[src/rtl/core_pkg.sv]
// Shared core definitions: CDB geometry defaults and the result packet carried
// from execution units through the CDB arbiter to stations and the ROB.
package core_pkg;

    localparam int DEF_CDB_W  = 2;
    localparam int DEF_PHYS_W = 6;
    localparam int DEF_ROB_W  = 6;

    typedef struct packed {
        logic [DEF_PHYS_W-1:0] tag;
        logic [63:0]           value;
        logic [DEF_ROB_W-1:0]  rob_tag;
    } cdb_pkt_t;

endpackage

[src/rtl/cdb_src_fifo.sv]
// Small per-source result FIFO feeding the CDB arbiter; exposes its registered
// occupancy and head entry so the arbiter can pick without extra latency.
module cdb_src_fifo
    import core_pkg::*;
#(
    parameter  int DEPTH = 2,
    localparam int CNT_W = $clog2(DEPTH + 1),
    localparam int PTR_W = $clog2(DEPTH)
) (
    input  logic             clk,
    input  logic             reset_n,
    input  logic             flush_i,
    input  logic             push_i,
    input  cdb_pkt_t         pkt_i,
    input  logic             pop_i,
    output logic [CNT_W-1:0] count_o,
    output cdb_pkt_t         head_o
);

    cdb_pkt_t         mem_q [DEPTH];
    logic [PTR_W-1:0] wr_ptr_q;
    logic [PTR_W-1:0] rd_ptr_q;
    logic [CNT_W-1:0] count_q;

    // DEPTH is a power of two, so the pointers wrap by plain overflow.
    always_ff @(posedge clk or negedge reset_n) begin
        if (!reset_n) begin
            wr_ptr_q <= '0;
            rd_ptr_q <= '0;
            count_q  <= '0;
        end else if (flush_i) begin
            wr_ptr_q <= '0;
            rd_ptr_q <= '0;
            count_q  <= '0;
        end else begin
            if (push_i) wr_ptr_q <= wr_ptr_q + PTR_W'(1);
            if (pop_i)  rd_ptr_q <= rd_ptr_q + PTR_W'(1);
            case ({push_i, pop_i})
                2'b10:   count_q <= count_q + CNT_W'(1);
                2'b01:   count_q <= count_q - CNT_W'(1);
                default: count_q <= count_q;
            endcase
        end
    end

    // NOTE: payload storage is deliberately not reset; count_q alone says which entries are live.
    always_ff @(posedge clk) begin
        if (push_i && !flush_i) mem_q[wr_ptr_q] <= pkt_i;
    end

    assign count_o = count_q;
    assign head_o  = mem_q[rd_ptr_q];

endmodule

[src/rtl/cdb_arbiter.sv]
// Common data bus arbiter: per-source FIFOs, round-robin packing of up to CDB_W
// results per cycle onto lanes, and flop-driven CDB outputs.
module cdb_arbiter
    import core_pkg::*;
#(
    parameter int NUM_SRC    = 4,
    parameter int CDB_W      = DEF_CDB_W,
    parameter int PHYS_W     = DEF_PHYS_W,
    parameter int ROB_W      = DEF_ROB_W,
    parameter int FIFO_DEPTH = 2
) (
    input  logic                           clk,
    input  logic                           reset_n,
    input  logic                           flush,
    input  logic [NUM_SRC-1:0]             src_valid,
    output logic [NUM_SRC-1:0]             src_ready,
    input  logic [NUM_SRC-1:0][PHYS_W-1:0] src_tag,
    input  logic [NUM_SRC-1:0][63:0]       src_value,
    input  logic [NUM_SRC-1:0][ROB_W-1:0]  src_rob_tag,
    output logic [CDB_W-1:0]               cdb_valid,
    output logic [CDB_W-1:0][PHYS_W-1:0]   cdb_tag,
    output logic [CDB_W-1:0][63:0]         cdb_value,
    output logic [CDB_W-1:0][ROB_W-1:0]    cdb_rob_tag
);

    localparam int SRC_W = (NUM_SRC > 1) ? $clog2(NUM_SRC) : 1;
    localparam int CNT_W = $clog2(FIFO_DEPTH + 1);

    cdb_pkt_t [NUM_SRC-1:0]            src_pkt;
    cdb_pkt_t [NUM_SRC-1:0]            head;
    logic     [NUM_SRC-1:0][CNT_W-1:0] count;
    logic     [NUM_SRC-1:0]            push;
    logic     [NUM_SRC-1:0]            nonempty;
    logic     [NUM_SRC-1:0]            grant;

    logic     [SRC_W-1:0]              rr_q, rr_d;
    logic     [CDB_W-1:0]              lane_vld;
    logic     [CDB_W-1:0][SRC_W-1:0]   lane_src;
    cdb_pkt_t [CDB_W-1:0]              lane_pkt;
    logic     [CDB_W-1:0]              cdb_valid_q;
    cdb_pkt_t [CDB_W-1:0]              cdb_pkt_q;

    // Ready comes only from the registered count, never from this cycle's pop.
    for (genvar s = 0; s < NUM_SRC; s++) begin : g_src
        assign src_pkt[s]   = {src_tag[s], src_value[s], src_rob_tag[s]};
        assign src_ready[s] = count[s] < CNT_W'(FIFO_DEPTH);
        assign push[s]      = src_valid[s] & src_ready[s] & ~flush;
        assign nonempty[s]  = count[s] != '0;

        cdb_src_fifo #(.DEPTH(FIFO_DEPTH)) u_fifo (
            .clk     (clk),
            .reset_n (reset_n),
            .flush_i (flush),
            .push_i  (push[s]),
            .pkt_i   (src_pkt[s]),
            .pop_i   (grant[s]),
            .count_o (count[s]),
            .head_o  (head[s])
        );
    end

    // NOTE: every output of this block gets a default first so no latch is inferred.
    always_comb begin
        int n_granted;
        grant     = '0;
        lane_vld  = '0;
        lane_src  = '0;
        rr_d      = rr_q;
        n_granted = 0;
        for (int k = 0; k < NUM_SRC; k++) begin
            for (int s = 0; s < NUM_SRC; s++) begin
                if (!flush && nonempty[s] && n_granted < CDB_W &&
                    s == (int'(rr_q) + k) % NUM_SRC) begin
                    grant[s] = 1'b1;
                    for (int l = 0; l < CDB_W; l++) begin
                        if (l == n_granted) begin
                            lane_vld[l] = 1'b1;
                            lane_src[l] = SRC_W'(s);
                        end
                    end
                    rr_d      = SRC_W'((s + 1) % NUM_SRC);
                    n_granted = n_granted + 1;
                end
            end
        end
    end

    always_comb begin
        for (int l = 0; l < CDB_W; l++) lane_pkt[l] = head[lane_src[l]];
    end

    // Idle lanes keep stale payload; consumers qualify with cdb_valid.
    always_ff @(posedge clk or negedge reset_n) begin
        if (!reset_n) begin
            rr_q        <= '0;
            cdb_valid_q <= '0;
            cdb_pkt_q   <= '0;
        end else begin
            rr_q        <= rr_d;
            cdb_valid_q <= lane_vld;
            for (int l = 0; l < CDB_W; l++) begin
                if (lane_vld[l]) cdb_pkt_q[l] <= lane_pkt[l];
            end
        end
    end

    assign cdb_valid = cdb_valid_q;
    for (genvar l = 0; l < CDB_W; l++) begin : g_lane
        assign cdb_tag[l]     = cdb_pkt_q[l].tag;
        assign cdb_value[l]   = cdb_pkt_q[l].value;
        assign cdb_rob_tag[l] = cdb_pkt_q[l].rob_tag;
    end

endmodule

[config.mk]
export PLATFORM = sky130hd
export DESIGN_NAME = cdb_arbiter
export DESIGN_NICKNAME = d
export VERILOG_FILES = /design/src/rtl/core_pkg.sv /design/src/rtl/cdb_src_fifo.sv /design/src/rtl/cdb_arbiter.sv
export SDC_FILE = /design/constraint.sdc
export NUM_CORES = 1
export LEC_CHECK = 0
export ABC_CLOCK_PERIOD_IN_PS = 23600
export BUFFER_PORTS_ARGS = -buffer_cell sky130_fd_sc_hd__buf_2
export CELL_PAD_IN_SITES_DETAIL_PLACEMENT = 0
export CELL_PAD_IN_SITES_GLOBAL_PLACEMENT = 1
export CORE_AREA = 3 3 264 266
export DETAILED_ROUTE_END_ITERATION = 8
export DIE_AREA = 0 0 267 269
export PLACE_DENSITY = 0.82
export SKIP_LAST_GASP = 1
export SLEW_MARGIN = 30
export SYNTH_ARGS = -nofsm -noshare
export SYNTH_HDL_FRONTEND = slang
export SYNTH_SLANG_ARGS = --single-unit
[constraint.sdc]
create_clock -name clk -period 23.6 [get_ports clk]
set_clock_uncertainty 0.1 [all_clocks]
set_input_delay 4.72 -clock clk [delete_from_list [all_inputs] [get_ports clk]]
set_output_delay 4.72 -clock clk [all_outputs]
set_load 0.02 [all_outputs]
==> impl_metrics.toml, run 1 <==
[sta]
relSlewSlack_pct = 29.0
timing_max_transition_violations_final = 0
finalCritPeriodShare_pct = 81.9
grt_setup_unrepaired = "false"
finalSetupViolations = 0
final_period_minus_worst_setup_slack_ps = 19330
tightestPinTransition_ps = 1060
hold_viol_final = 0
totalNegativeSetupSlack_ps = 0
max_freq_mhz = 51.7

[finish]
nNetsFinal = 3103
fraction_of_layout_instances_using_a_drive_strength_above_1_pct = 27.2
fin_util_pct = 59.7
synthToLayoutAreaGrowth_pct = 19.0

[yosys]
yosysSeqAreaShare_pct = 66.8
post-synth-top-area-cell = "sky130_fd_sc_hd__edfxtp_1"
synth_edf_count = 608
synth_ff_type = "sky130_fd_sc_hd__edfxtp_1"
yosys.cell_types.count = 81
post_synthesis_instance_area_um2 = 33800
post_synth_main_area_contributors = "sky130_fd_sc_hd__edfxtp_1 54%, sky130_fd_sc_hd__dfrtp_1 13%, sky130_fd_sc_hd__mux2i_1 9.1%"
synth_warnings = 0
synth_async_sr_flop_share_pct = 22.1
synthesis.instances = 2317
postSynthRegisterBits = 780
syn-num-nets = 2666
yosysTopAreaCellShare_pct = 54.1
postSynthAreaPerCell_um2 = 14.6

[setup_path]
crit-reg2reg-launch = "g_src[0].u_fifo.count_o[1]"
slowest_stage = "sky130_fd_sc_hd__buf_4"
timing.critical_path.buf_inv = 7
timing.reg2reg.worst_path_depth = 54
critPathKind = "in2reg"
worst_path_dominant_cell_family = "simple AND/OR/NAND/NOR gates"
endpoint_class_of_the_critical_path = "flop"
regToRegEndpoint = "cdb_value[2]"
crit_path_frequent_cell = "sky130_fd_sc_hd__ha_1"
worstPathArrival_ps = 19740
reg2reg_setup_slack_ps = 8170
critical_path_required_ps = 24020
worst_path_max_stage_delay_ps = 890
critPathLaunchType = "input port"
crit_path_max_fanout = 57

[drt]
ant_nets = 0
detail_route.first_pass.iterations = 7
detail_route.iter0.violations = 2338
vias = 23700
wire_per_inst_um = 30.0
finalWirelength_mm = 112
detail_route.drc_violations = 0
viasPerCell = 6.34

[min_path]
worstHoldStart = "cdb_value[76]"
holdPathStages = 1
hp-class = "reg2reg"
worstHoldEndpoint = "cdb_value[76]"

[clock_network]
cts_hold_repair.buffers = 0
post_cts_resized = 0
cts.sink_count = 780
path_clk_slew_ps = 70
tritoncts_clock_tree = "yes"
clk_path_buf_depth = 3
cts_buffers = 84
worst_skew_pair.late_latency_ps = 640
ctsHtreeMaxLevel = 3
cts_root_buf = "sky130_fd_sc_hd__clkbuf_16"
post-cts-setup-buffers = 0

[global_routing]
gr-total-overflow = 0
globalRouteTotalUtil_pct = 30.8
grt_first_pass_wirelength_mm = 161
vias_in_the_first_global_route = 24200
maximum_number_of_pins_on_one_net_before_global_route_repair = 79
grt_antenna_before_repair = 55

[pwr]
power_density_nw_per_um2 = 151
leakage_nw = 15.1
fin_total_pwr_mw = 6.05
peak_supply_drop_v = 0.000119

[run_status]
status = "completed"

[die]
chipHeight_um = 269
die_area_um2 = 71800
design.portCount = 469
initial_utilization_pct = 50.2
die_w_um = 267
core_region_area_um2 = 67300
core.rowCount = 95

[place]
post-dp-hpwl_mm = 72.1
globalplace.congestion = 0.965
placement.io_buffers = 468

[job]
cap_violations = 0
==> metrics by stage <==
| stage | setup slack, ps | hold slack (ps) | instance area, um2 | instances |
|---|---|---|---|---|
| floorplan | 7120 | 419 | 33800 | 2317 |
| global placement | 4100 | 378 | 37000 | 3537 |
| detailed placement | 4020 | 393 | 37000 | 3540 |
| CTS | 4650 | 413 | 40000 | 3696 |
| global route | 3360 | 429 | 40100 | 3727 |
| finish | 4270 | 415 | 40200 | 3735 |
==> area by class of cell <==
class	instances	area (um2)
clock inverter	44	633
timing repair buffer	506	2700
sequential	780	22600
clock buffer	112	2360
tap	873	1090
inverter	40	150
antenna	38	95.1
multi-input combinational	1342	10600
fill	5193	27100
==> worst max path at each step <==
| stage | startpoint | to | slack (ps) | cells after the start |
|---|---|---|---|---|
| global route | flush | cdb_value[2] | 3360 | 55 |
| floorplan | flush | cdb_rob_tag[6] | 7120 | 55 |
| global placement | flush | cdb_rob_tag[11] | 4100 | 53 |
| finish | flush | cdb_value[2] | 4270 | 55 |
| detailed placement | flush | cdb_value[51] | 4020 | 54 |
| CTS | flush | cdb_value[2] | 4650 | 55 |
==> synthesized netlist by cell type (7+ instances only) <==
| master | instances |
|---|---|
| sky130_fd_sc_hd__dfrtp_1 | 172 |
| sky130_fd_sc_hd__xnor2_1 | 16 |
| sky130_fd_sc_hd__a221o_1 | 130 |
| sky130_fd_sc_hd__inv_1 | 35 |
| sky130_fd_sc_hd__mux2_2 | 70 |
| sky130_fd_sc_hd__edfxtp_1 | 608 |
| sky130_fd_sc_hd__o32ai_1 | 10 |
| sky130_fd_sc_hd__a32oi_1 | 20 |
| sky130_fd_sc_hd__nand3_1 | 18 |
| sky130_fd_sc_hd__or3_1 | 14 |
| sky130_fd_sc_hd__nor2b_1 | 8 |
| sky130_fd_sc_hd__nand2_1 | 126 |
| sky130_fd_sc_hd__and2_1 | 19 |
| sky130_fd_sc_hd__o21ai_0 | 18 |
| sky130_fd_sc_hd__nor3_1 | 22 |
| sky130_fd_sc_hd__buf_1 | 12 |
| sky130_fd_sc_hd__o22ai_1 | 8 |
| sky130_fd_sc_hd__nor2_1 | 153 |
| sky130_fd_sc_hd__a211oi_1 | 129 |
| sky130_fd_sc_hd__nand4_1 | 8 |
| sky130_fd_sc_hd__ha_1 | 37 |
| sky130_fd_sc_hd__a2bb2oi_1 | 7 |
| sky130_fd_sc_hd__a21oi_1 | 80 |
| sky130_fd_sc_hd__o221ai_1 | 21 |
| sky130_fd_sc_hd__o211ai_1 | 9 |
| sky130_fd_sc_hd__clkbuf_1 | 109 |
| sky130_fd_sc_hd__mux2i_1 | 308 |
| sky130_fd_sc_hd__buf_2 | 26 |
==> state kept, by name, indices dropped and copies added (netlist names) <==
name,cells
g_src.u_fifo.rd_ptr_q,4
cdb_valid,2
g_src.u_fifo.wr_ptr_q,4
cdb_rob_tag,12
g_src.u_fifo.mem_q,608
g_src.u_fifo.count_o,8
cdb_value,128
rr_q,2
cdb_tag,12
==> cells by family after synthesis <==
group | share of synthesized area (%)
simple gates | 5.65
compound gates | 11.6
fa+ha+maj | 1.43
xor+xnor | 0.571
flops | 66.8
mux | 11.5
buf+inv | 2.40
==> cells in the final DEF, fill, tap and decap left out, types with 7 or more instances in the layout <==
master,Yosys,routed
sky130_fd_sc_hd__a211oi_1,129,129
sky130_fd_sc_hd__a21oi_1,80,79
sky130_fd_sc_hd__a221o_1,130,130
sky130_fd_sc_hd__a2bb2oi_1,7,7
sky130_fd_sc_hd__a32oi_1,20,20
sky130_fd_sc_hd__and2_1,19,18
sky130_fd_sc_hd__buf_2,26,467
sky130_fd_sc_hd__buf_4,4,34
sky130_fd_sc_hd__bufinv_16,0,13
sky130_fd_sc_hd__clkbuf_1,109,15
sky130_fd_sc_hd__clkbuf_16,0,86
sky130_fd_sc_hd__clkbuf_8,0,12
sky130_fd_sc_hd__clkinv_1,0,9
sky130_fd_sc_hd__clkinv_2,0,11
sky130_fd_sc_hd__dfrtp_1,172,168
sky130_fd_sc_hd__diode_2,0,38
sky130_fd_sc_hd__edfxtp_1,608,608
sky130_fd_sc_hd__ha_1,37,37
sky130_fd_sc_hd__inv_1,35,35
sky130_fd_sc_hd__mux2_2,70,70
sky130_fd_sc_hd__mux2i_1,308,308
sky130_fd_sc_hd__nand2_1,126,125
sky130_fd_sc_hd__nand3_1,18,18
sky130_fd_sc_hd__nand4_1,8,8
sky130_fd_sc_hd__nor2_1,153,151
sky130_fd_sc_hd__nor2b_1,8,8
sky130_fd_sc_hd__nor3_1,22,18
sky130_fd_sc_hd__nor3_2,3,7
sky130_fd_sc_hd__o211ai_1,9,9
sky130_fd_sc_hd__o21ai_0,18,18
sky130_fd_sc_hd__o221ai_1,21,21
sky130_fd_sc_hd__o32ai_1,10,10
sky130_fd_sc_hd__or3_1,14,12
sky130_fd_sc_hd__xnor2_1,16,16
==> metal layers <==
metal | vias up | global-route usage, % | wire, um
met2 | 1342 | 50.7 | 54600
met4 | 28 | 13.9 | 4600
met1 | 12000 | 39.3 | 43200
met3 | 293 | 7.25 | 9630
li1 | 10000 | - | -
met5 | - | 0 | 192
==> report_power, final <==
part,internal (mW),total (mW),leakage (nW),switching (mW)
clock network,0.851,1.40,1.45,0.554
logic,0.945,2.70,5.94,1.76
registers,1.75,1.94,7.69,0.197
No activity file was read; power rests on OpenSTA's default activity.
==> run 2: changes to the inputs <==
- ABC_CLOCK_PERIOD_IN_PS: 23600 -> 20200
- CORE_AREA: 3 3 264 266 -> 3 3 270 272
- DIE_AREA: 0 0 267 269 -> 0 0 273 275
- PLACE_DENSITY: 0.82 -> 0.79
- clock period: 23.6 -> 20.2 ns (I/O delays scaled with it)
==> run 2 against run 1 <==
  * Non-clock buffer count is 7 higher
  * Power up 15%
  * Global-route usage down 1.7 points
  * Sequential cell count did not move
  * Combinational power rose by 16%
  * Sequential share of layout area increased by 0.067 points
  * Die area grew 4.5%
  * Setup slack worse by 2200 ps
==> impl_metrics.toml, run 2 (same netlist as run 1, synthesis figures left out) <==
[run_status]
status = "completed"

[setup_path]
worst_path_max_stage_delay_ps = 700
reg2reg_setup_slack_ps = 5330
worstPathArrival_ps = 18580
timing.reg2reg.worst_path_depth = 52
endpoint_class_of_the_critical_path = "flop"
critPathLaunchType = "input port"
critical_path_required_ps = 20650
crit_path_max_fanout = 54
critPathKind = "in2reg"
regToRegEndpoint = "cdb_tag[9]"
crit_path_frequent_cell = "sky130_fd_sc_hd__ha_1"
slowest_stage = "sky130_fd_sc_hd__nor2_4"
crit-reg2reg-launch = "g_src[0].u_fifo.count_o[1]"

[finish]
nNetsFinal = 3108
largest_register_ffs = 608
synthToLayoutAreaGrowth_pct = 18.8
fraction_of_layout_instances_using_a_drive_strength_above_1_pct = 27.0
register_area_um2 = 22600
mostFrequentLayoutCell = "sky130_fd_sc_hd__edfxtp_1"
fillers = 5726
area_of_combinational_cells_with_multiple_inputs_um2 = 10500
top_register = "g_src.u_fifo.mem_q"
layout_common_cells = "608 x sky130_fd_sc_hd__edfxtp_1, 467 x sky130_fd_sc_hd__buf_2, 308 x sky130_fd_sc_hd__mux2i_1"

[die]
core.rowCount = 98
die_w_um = 273
initial_utilization_pct = 47.5
design.portCount = 469
core_region_area_um2 = 71000
chipHeight_um = 275
die_area_um2 = 75100

[sta]
hold_viol_final = 0
timing_max_transition_violations_final = 0
finalCritPeriodShare_pct = 89.8
totalNegativeSetupSlack_ps = 0
relSlewSlack_pct = 33.8
final_period_minus_worst_setup_slack_ps = 18130
max_freq_mhz = 55.2
grt_setup_unrepaired = "false"
finalSetupViolations = 0
tightestPinTransition_ps = 993
final.setup.worst_slack_ps = 2070

[pwr]
fin_total_pwr_mw = 6.93
peak_supply_drop_v = 0.000177
power_density_nw_per_um2 = 173
leakage_nw = 15.0

[place]
placement.io_buffers = 468
post-dp-hpwl_mm = 73.6
dp_slack_ps = 1680
globalplace.congestion = 0.883

[global_routing]
vias_in_the_first_global_route = 24100
grt_first_pass_wirelength_mm = 160
grt_antenna_before_repair = 49
gr-total-overflow = 0
globalRouteTotalUtil_pct = 29.1
maximum_number_of_pins_on_one_net_before_global_route_repair = 82

[clock_network]
tritoncts_clock_tree = "yes"
clk_path_buf_depth = 3
post-cts-setup-buffers = 0
cts_hold_repair.buffers = 0
post_cts_resized = 0
worst_skew_pair.late_latency_ps = 640
cts_root_buf = "sky130_fd_sc_hd__clkbuf_16"
cts_buffers = 82
cts.sink_count = 780
path_clk_slew_ps = 60
ctsHtreeMaxLevel = 3

[min_path]
worstHoldStart = "cdb_value[11]"
holdPathStages = 1
worstHoldEndpoint = "cdb_value[11]"
hp-class = "reg2reg"

[drt]
detail_route.first_pass.iterations = 5
finalWirelength_mm = 111
wire_per_inst_um = 29.2
vias = 23600
detail_route.iter0.violations = 2206
ant_nets = 0
detail_route.drc_violations = 0
viasPerCell = 6.18

[job]
cap_violations = 0
-- run 2: power by group --
| part | switching, mW | internal [mW] | total, mW | leakage [nW] |
|---|---|---|---|---|
| combinational | 2.02 | 1.12 | 3.14 | 6.01 |
| clock | 0.639 | 0.887 | 1.53 | 1.33 |
| sequential | 0.219 | 2.04 | 2.26 | 7.69 |
| total | 2.88 | 4.05 | 6.93 | 15.0 |
-- run 2: area by class of cell --
cell class	count	share of cell area, %
Antenna cell	37	0.231
Clock buffer	111	5.69
Clock inverter	41	1.09
Inverter	40	0.374
Multi-Input combinational cell	1342	26.3
Sequential cell	780	56.3
Tap cell	950	2.96
Timing Repair Buffer	513	7.06
-- run 2: worst max path at each step --
| stage | cells past startpoint | from | endpoint |
|---|---|---|---|
| after floorplan | 55 | flush | cdb_rob_tag[6] |
| after global placement | 54 | flush | cdb_rob_tag[9] |
| after detailed placement | 54 | flush | cdb_rob_tag[9] |
| after CTS | 53 | flush | cdb_tag[9] |
| after global routing | 54 | flush | cdb_rob_tag[5] |
| final | 53 | flush | cdb_tag[9] |
-- run 2: routing by layer --
metal  GRT usage [%]  share of wire [%]  up-vias
li1                -                  -    10100
met1            37.4                 39    12000
met2            47.9                 49     1201
met3            6.71                8.3      252
met4            12.0                3.4       20
met5               0               0.11        -
-- run 2: critical path: cells and delay by family --
| kind | cells | cell delay [ps] |
|---|---|---|
| buf+inv | 6 | 1310 |
| simple gates | 22 | 6210 |
| compound gates | 11 | 2210 |
| fa+ha+maj | 14 | 4680 |
-- run 2: through the flow --
stage               cell area [um2]  utilization [%]  hold slack [ps]  std cells
CTS                           39900             56.3              412       3774
detailed placement            37200             52.4              394       3622
finish                        40100             56.5              414       3814
global route                  40100             56.4              430       3799
global placement              37100             52.3              374       3619
floorplan                     33800                -              419       2317
